===== src/rtl/hazard_ctrl.sv =====
// Pipeline hazard and stall sequencer: Tuse/Tnew register hazards, mult/div busy
// tracking, and the single stall decision driving fetch hold, D hold and E bubble.
//
// state | meaning
// IDLE  | mult/div unit free, waiting for a start in E
// BUSY  | mult/div in progress, cnt counts down remaining cycles
module hazard_ctrl #(
  parameter int MULT_CYC = 5,
  parameter int DIV_CYC  = 10,
  parameter int CNT_W    = 32
) (
  input  logic             clk,
  input  logic             reset,
  input  logic [4:0]       D_rs,
  input  logic [4:0]       D_rt,
  input  logic [1:0]       D_tuse_rs,
  input  logic [1:0]       D_tuse_rt,
  input  logic             D_is_md,
  input  logic [4:0]       E_waddr,
  input  logic [1:0]       E_tnew,
  input  logic [4:0]       M_waddr,
  input  logic [1:0]       M_tnew,
  input  logic             E_md_start,
  input  logic             E_md_div,
  output logic             stop_sel,
  output logic             D_en,
  output logic             E_flush,
  output logic             md_busy,
  output logic [CNT_W-1:0] stall_count
);

  typedef enum logic {IDLE, BUSY} md_state_t;

  localparam logic [3:0] MULT_LOAD = 4'(MULT_CYC - 1);
  localparam logic [3:0] DIV_LOAD  = 4'(DIV_CYC - 1);

  md_state_t  state, state_nxt;
  logic [3:0] cnt, cnt_nxt;
  logic       stall_rs, stall_rt, stall_md, stall;

  // A nonzero source register implicitly excludes waddr==0 from matching.
  always_comb begin
    stall_rs = (D_rs != 5'd0) && (D_tuse_rs != 2'd3) &&
               (((E_waddr == D_rs) && (E_tnew > D_tuse_rs)) ||
                ((M_waddr == D_rs) && (M_tnew > D_tuse_rs)));
    stall_rt = (D_rt != 5'd0) && (D_tuse_rt != 2'd3) &&
               (((E_waddr == D_rt) && (E_tnew > D_tuse_rt)) ||
                ((M_waddr == D_rt) && (M_tnew > D_tuse_rt)));
    stall_md = D_is_md && (md_busy || E_md_start);
    stall    = stall_rs || stall_rt || stall_md;
  end

  assign md_busy  = (state == BUSY);
  assign stop_sel = stall;
  assign D_en     = ~stall;
  assign E_flush  = stall;

  always_comb begin
    state_nxt = state;
    cnt_nxt   = cnt;
    case (state)
      IDLE: begin
        if (E_md_start) begin
          state_nxt = BUSY;
          cnt_nxt   = E_md_div ? DIV_LOAD : MULT_LOAD;
        end
      end
      BUSY: begin
        // A start pulse seen here is ignored: no reload, no restart.
        if (cnt == 4'd0) state_nxt = IDLE;
        else             cnt_nxt   = cnt - 4'd1;
      end
      default: state_nxt = IDLE;
    endcase
  end

  always_ff @(posedge clk) begin
    if (reset) begin
      state       <= IDLE;
      cnt         <= 4'd0;
      stall_count <= '0;
    end else begin
      state <= state_nxt;
      cnt   <= cnt_nxt;
      if (stall && !(&stall_count))
        stall_count <= stall_count + 1'b1;
    end
  end

endmodule


===== config.mk =====
export PLATFORM = sky130hd
export DESIGN_NAME = hazard_ctrl
export DESIGN_NICKNAME = d
export VERILOG_FILES = /design/src/rtl/hazard_ctrl.sv
export SDC_FILE = /design/constraint.sdc
export NUM_CORES = 1
export LEC_CHECK = 0
export ABC_CLOCK_PERIOD_IN_PS = 4200
export BUFFER_PORTS_ARGS = -buffer_cell sky130_fd_sc_hd__buf_2
export CORE_UTILIZATION = 57
export CTS_CLUSTER_SIZE = 8
export DETAILED_ROUTE_END_ITERATION = 7
export PLACE_DENSITY = 0.92
export SYNTH_ARGS = -nofsm -noshare
export SYNTH_HDL_FRONTEND = slang
export SYNTH_SLANG_ARGS = --single-unit

===== constraint.sdc =====
create_clock -name clk -period 4.2 [get_ports clk]
set_input_delay 0.21 -clock clk [delete_from_list [all_inputs] [get_ports clk]]
set_output_delay 0.21 -clock clk [all_outputs]
set_load 0.05 [all_outputs]

==> results.json, run 1 <==
{
  "final.setup.tns_ns": 0,
  "grt_usage": 0.260,
  "p_leak_nw": 1.14,
  "fillCellCount": 324,
  "ys_ff_latch": 37,
  "first_pass_iters": 4,
  "hold_path.class": "input port to register",
  "p_seq_frac": 0.434,
  "rows": 23,
  "yosysTopAreaCellShare": 0.299,
  "clkLatencyLatePin_ns": 0.30,
  "rsz0062_at_grt": "false",
  "p_total_uw": 853,
  "place_ws_ns": 1.34,
  "crit_path_cell_trace": "and4_4 -> and3_1 -> and4_4 -> nor2b_2 -> buf_4 -> nor3_1 -> mux2_2",
  "cp_top_family": "simple AND/OR/NAND/NOR gates",
  "cap_violations": 0,
  "p_sw_uw": 246,
  "switching_share": 0.289,
  "synth_cells": 309,
  "cp.arrival_ns": 3.11,
  "ios": 69,
  "place.gp.congestion": 0.799,
  "worstMarginPinSlew_ns": 0.929,
  "grt_start_max_net_pins": 64,
  "core-area_um2": 4090,
  "antenna_found_initial": 0,
  "critPathBufInv": 1,
  "wirelength_um": 5960,
  "hold_ws_ns": 0.297,
  "final_max_slew_viol_count": 0,
  "ir_drop_v": 0.000337,
  "netlist_area_um2": 2480,
  "placed_cell_area_um2": 2770,
  "die_h_um": 67.9,
  "hpwl_um": 4250,
  "hold_viol_final": 0,
  "cp_data_required_time_ns": 4.40,
  "clk_pin_slew_ns": 0.08,
  "cts_num_sinks": 37,
  "synthFlopType": "dfxtp_1",
  "wire_per_inst_um": 14.4,
  "critPathKind": "register to register",
  "clockBufferDepth": 2,
  "powerDensity_nw_per_um2": 295,
  "hold_buffers": 0,
  "post-route-util": 0.707,
  "die_area_um2": 4620,
  "first_global_vias": 2189,
  "postRouteAntennaNets": 0,
  "end_kind": "register",
  "finalClockSkew_ns": 0.0112,
  "viasPerCell": 6.26,
  "fin_cells": 414,
  "avgSynthCellArea_um2": 8.02,
  "synth-edff-count": 0,
  "dp_cells": 406,
  "grt_pass1_wl_um": 9340,
  "overflow": 0,
  "drtIter0Drc": 217,
  "vias": 2593,
  "drive_gt1_frac": 0.234,
  "yosysWarningCount": 0,
  "p_int_uw": 607,
  "setup_viol": 0,
  "fin_crit_ns": 2.92,
  "cts_resized": 0,
  "path_common_cell": "and4_4",
  "ys_types": 40,
  "fin_crit_sh": 0.694,
  "cts_tree": "built",
  "p_clk_frac": 0.389,
  "io_buffers": 68,
  "synthTopCellsByArea": "dfxtp_1 30%, or4_1 7.3%, o31ai_1 7.0%, a21oi_1 6.9%, ha_1 5.6%",
  "multi_input_comb_area_um2": 1570,
  "slew-limit-headroom": 0.381,
  "seq_area_frac_synth": 0.299,
  "seq_area_um2": 741,
  "comb_power_share": 0.177,
  "start_kind": "register",
  "cts_root_buf": "clkbuf_8",
  "outcome": "finished clean",
  "fin_nets": 407,
  "final_cell_area_um2": 2890,
  "post_cts_buffers": 0,
  "synth_area_leader_cell": "dfxtp_1",
  "synth_nets": 353,
  "start_util": 0.607,
  "drc_errors": 0,
  "fin_ws_ns": 1.28,
  "cpMaxStageDelayCell": "nor2b_2",
  "n_antenna_cell": 0,
  "cts_buffers": 5,
  "critical_path.max_fanout": 34,
  "synth_async_sr_flop_share": 0,
  "syn2layout_area_growth_pct": 16.5,
  "htree_levels": 2,
  "max_freq_ghz": 0.343,
  "die_x_um": 67.9,
  "slowest_delay_ns": 0.60
}
-- cell families (layout without fill, tap and decap cells) --
kind of cell    count (synthesis)  after routing  synth area share
compound gates                 78             78             0.194
xor+xnor                       20             20            0.0707
fa+ha+maj                      11             11            0.0555
buf+inv                        35             90            0.0702
flops                          37             37             0.299
mux                             4              4            0.0172
simple gates                  124            124             0.293
-- worst min-delay path, cell delays in order --
cell and delay, ns:
buf_2 0.15, o21ai_0 0.11, nor2_1 0.08
-- area by class of cell --
cell class              count  share of cell area
multi-input cells         237               0.543
flip-flops and latches     37               0.256
well taps                  50              0.0217
clock inverters             2              0.0130
inverters                  13              0.0169
clock buffers               6              0.0286
repair buffers             69               0.120
-- power groups by stage --
stage / Clock [mW] / Combinational, mW / Sequential [mW]
after floorplan: 0 / 0.105 / 0.383
after global placement: 0 / 0.143 / 0.377
after CTS: 0.333 / 0.150 / 0.370
final: 0.332 / 0.151 / 0.370
after detailed placement: 0 / 0.149 / 0.378
after global routing: 0.345 / 0.167 / 0.371
-- metal layers --
layer  routed length [µm]  vias up  track usage
li1                     -     1274            -
met1                 2590     1220        0.317
met2                 2960       95        0.451
met3                  362        4       0.0583
met4                   43        0       0.0781
met5                    0        -            0
-- synth_stat cells, types with 11 or more instances --
library cell	number
nand4_1	13
xnor2_1	12
inv_1	13
o31ai_1	23
or4_1	24
ha_1	11
nand2_1	17
nand3_1	20
dfxtp_1	37
a21oi_1	34
-- path summary, 6_finish.rpt --
check                                      from               to  slack [ns]  cells past startpoint
worst min register to register  stall_count[21]  stall_count[21]        0.50                      2
worst max register to register   stall_count[3]   stall_count[5]        1.28                      7
worst max-delay path             stall_count[3]   stall_count[5]        1.28                      7
worst min-delay path                 E_md_start          md_busy        0.30                      3
-- cells in the final DEF, fill, tap and decap left out, types with 3 or more instances in the layout --
| master | count |
|---|---|
| xor2_1 | 8 |
| o31ai_1 | 23 |
| or4_1 | 24 |
| nand3_1 | 20 |
| ha_1 | 11 |
| nand2_1 | 17 |
| xnor2_1 | 12 |
| clkbuf_8 | 6 |
| buf_2 | 68 |
| o21ai_0 | 9 |
| a21oi_1 | 34 |
| inv_1 | 13 |
| dfxtp_1 | 37 |
| or3_1 | 6 |
| nor4_1 | 6 |
| a22oi_1 | 3 |
| nor2_1 | 9 |
| nand4_1 | 13 |
| and3_1 | 7 |
| and4_1 | 3 |
| nor3_1 | 6 |
| nor2b_1 | 3 |
-- sequential cells by signal, indices dropped and copies added, names as in the netlist --
name         count
stall_count     32
md_busy          1
cnt              4
Note: power is estimated with default switching activity, not from simulation.
==> inputs of run 2 (changes only) <==
==> config.mk (replaced) <==
export PLATFORM = sky130hd
export DESIGN_NAME = hazard_ctrl
export DESIGN_NICKNAME = d
export VERILOG_FILES = /design/src/rtl/hazard_ctrl.sv
export SDC_FILE = /design/constraint.sdc
export NUM_CORES = 1
export LEC_CHECK = 0
export ABC_CLOCK_PERIOD_IN_PS = 2900
export BUFFER_PORTS_ARGS = -buffer_cell sky130_fd_sc_hd__buf_2
export CORE_UTILIZATION = 53
export CTS_CLUSTER_SIZE = 8
export DETAILED_ROUTE_END_ITERATION = 7
export PLACE_DENSITY = 0.87
export SYNTH_ARGS = -nofsm -noshare
export SYNTH_HDL_FRONTEND = slang
export SYNTH_SLANG_ARGS = --single-unit
==> constraint.sdc (replaced) <==
create_clock -name clk -period 2.9 [get_ports clk]
set_input_delay 0.145 -clock clk [delete_from_list [all_inputs] [get_ports clk]]
set_output_delay 0.145 -clock clk [all_outputs]
set_load 0.05 [all_outputs]
==> run 2 against run 1 <==
Worst setup slack worse by 0.79 ns. Clock-buffer cell count unchanged. Clock skew about the same. Hold slack worse by 0.043 ns. Clock power up 42%. Non-clock buffer count up 2. Flip-flop and latch count unchanged. Register-to-register slack worse by 0.79 ns. Sequential power up 45%. Critical path depth unchanged. Global-route usage down 1.8 points. Critical path type unchanged. Largest cell class unchanged.
==> results.json, run 2 (same netlist as run 1, synthesis figures left out) <==
{
  "outcome": "finished clean",
  "hpwl_um": 4260,
  "crit_path_cell_trace": "and4_4 -> and3_1 -> and4_4 -> nor2b_2 -> buf_4 -> nor3_1 -> mux2_2",
  "cts_tree": "built",
  "start_util": 0.562,
  "cap_violations": 0,
  "use_met1": 0.278,
  "setup_viol": 0,
  "slowest_delay_ns": 0.43,
  "grt_start_max_net_pins": 64,
  "io_buffers": 68,
  "hold_ws_ns": 0.254,
  "powerDensity_nw_per_um2": 421,
  "wirelength_um": 5890,
  "critical_path.max_fanout": 40,
  "comb_power_share": 0.178,
  "drc_errors": 0,
  "rsz0062_at_grt": "false",
  "cp_top_family": "simple AND/OR/NAND/NOR gates",
  "fillCellCount": 391,
  "overflow": 0,
  "place.gp.congestion": 0.866,
  "cts_root_buf": "clkbuf_8",
  "rows": 24,
  "slew-limit-headroom": 0.542,
  "p_seq_frac": 0.437,
  "final_cell_mix": "68 x buf_2, 37 x dfxtp_1, 34 x a21oi_1, 24 x or4_1, 23 x o31ai_1",
  "place_ws_ns": 0.424,
  "fin_crit_ns": 2.40,
  "critPathKind": "register to register",
  "first_global_vias": 2336,
  "clk_pin_slew_ns": 0.08,
  "clkLatencyLatePin_ns": 0.29,
  "critPathBufInv": 1,
  "p_sw_uw": 344,
  "p_clk_frac": 0.385,
  "syn2layout_area_growth_pct": 17.2,
  "antenna_found_initial": 0,
  "cts_buffers": 5,
  "final_common_cell": "buf_2",
  "htree_levels": 2,
  "grt_pass1_wl_um": 9890,
  "ir_drop_v": 0.000357,
  "busiest_layer": "met2",
  "cp.arrival_ns": 2.59,
  "drtIter0Drc": 128,
  "post-route-util": 0.658,
  "wire_per_inst_um": 14.1,
  "cts_num_sinks": 37,
  "use_met3": 0.0592,
  "fin_nets": 409,
  "max_freq_ghz": 0.416,
  "ios": 69,
  "postRouteAntennaNets": 0,
  "core-area_um2": 4410,
  "seq_area_um2": 741,
  "fin_crit_sh": 0.829,
  "start_kind": "register",
  "post_cts_buffers": 0,
  "hold_buffers": 0,
  "clockBufferDepth": 2,
  "registers.top_by_ff_count": "stall_count",
  "worstMarginPinSlew_ns": 0.687,
  "grtUsageMet2": 0.437,
  "switching_share": 0.281,
  "grt_usage": 0.242,
  "p_int_uw": 880,
  "finalClockSkew_ns": 0.0112,
  "final_max_slew_viol_count": 0,
  "multi_input_comb_area_um2": 1570,
  "end_kind": "register",
  "die_x_um": 70.4,
  "path_common_cell": "and4_4",
  "cp_data_required_time_ns": 3.09,
  "p_leak_nw": 1.15,
  "hold_viol_final": 0,
  "cpMaxStageDelayCell": "dfxtp_1",
  "viasPerCell": 6.14,
  "die_h_um": 70.4,
  "drive_gt1_frac": 0.235,
  "largest_reg_flops": 32,
  "first_pass_iters": 4,
  "hold_path.class": "input port to register",
  "vias": 2566,
  "cts_resized": 0,
  "final.setup.tns_ns": 0,
  "die_area_um2": 4950,
  "fin_ws_ns": 0.497,
  "n_antenna_cell": 0
}
## run 2: layer usage
| metal | vias up | wire length (µm) | share of wire |
|---|---|---|---|
| met1 | 1206 | 2590 | 0.44 |
| met4 | 0 | 74 | 0.013 |
| met3 | 6 | 302 | 0.051 |
| li1 | 1288 | - | - |
| met5 | - | 0 | 0 |
| met2 | 66 | 2920 | 0.50 |
## run 2: final cells by class
class | count | area share
Tap cell | 52 | 0.0224
Timing Repair Buffer | 71 | 0.125
Clock inverter | 2 | 0.0129
Sequential cell | 37 | 0.255
Inverter | 13 | 0.0168
Multi-Input combinational cell | 237 | 0.539
Clock buffer | 6 | 0.0284
## run 2: through the flow
stage	area, µm²	cells	power, mW
after floorplan	2480	309	0.706
after global placement	2780	410	0.755
after detailed placement	2780	410	0.764
after CTS	2900	418	1.23
after global routing	2900	418	1.28
final	2900	418	1.22
## run 2: power by group through the flow
stage	logic, mW	registers (mW)	clock network [mW]
2_1_floorplan	0.152	0.555	0
3_3_place_gp	0.210	0.545	0
3_5_place_dp	0.218	0.546	0
4_1_cts	0.219	0.534	0.478
5_1_grt	0.240	0.537	0.501
6_report	0.218	0.535	0.471
## run 2: worst paths after layout
path	from	to	slack [ns]	depth (start not counted)
worst max-delay path	stall_count[3]	stall_count[8]	0.50	7
worst max register to register	stall_count[3]	stall_count[8]	0.50	7
worst min register to register	stall_count[27]	stall_count[27]	0.49	2
worst min-delay path	E_md_start	md_busy	0.25	3
## run 2: worst register-to-register path, stage by stage, from the launching register on
cell and delay (ns):
dfxtp_1 0.43, and4_4 0.26, and3_1 0.38, and4_4 0.33
nor2b_2 0.16, buf_4 0.33, nor3_1 0.13, mux2_2 0.29
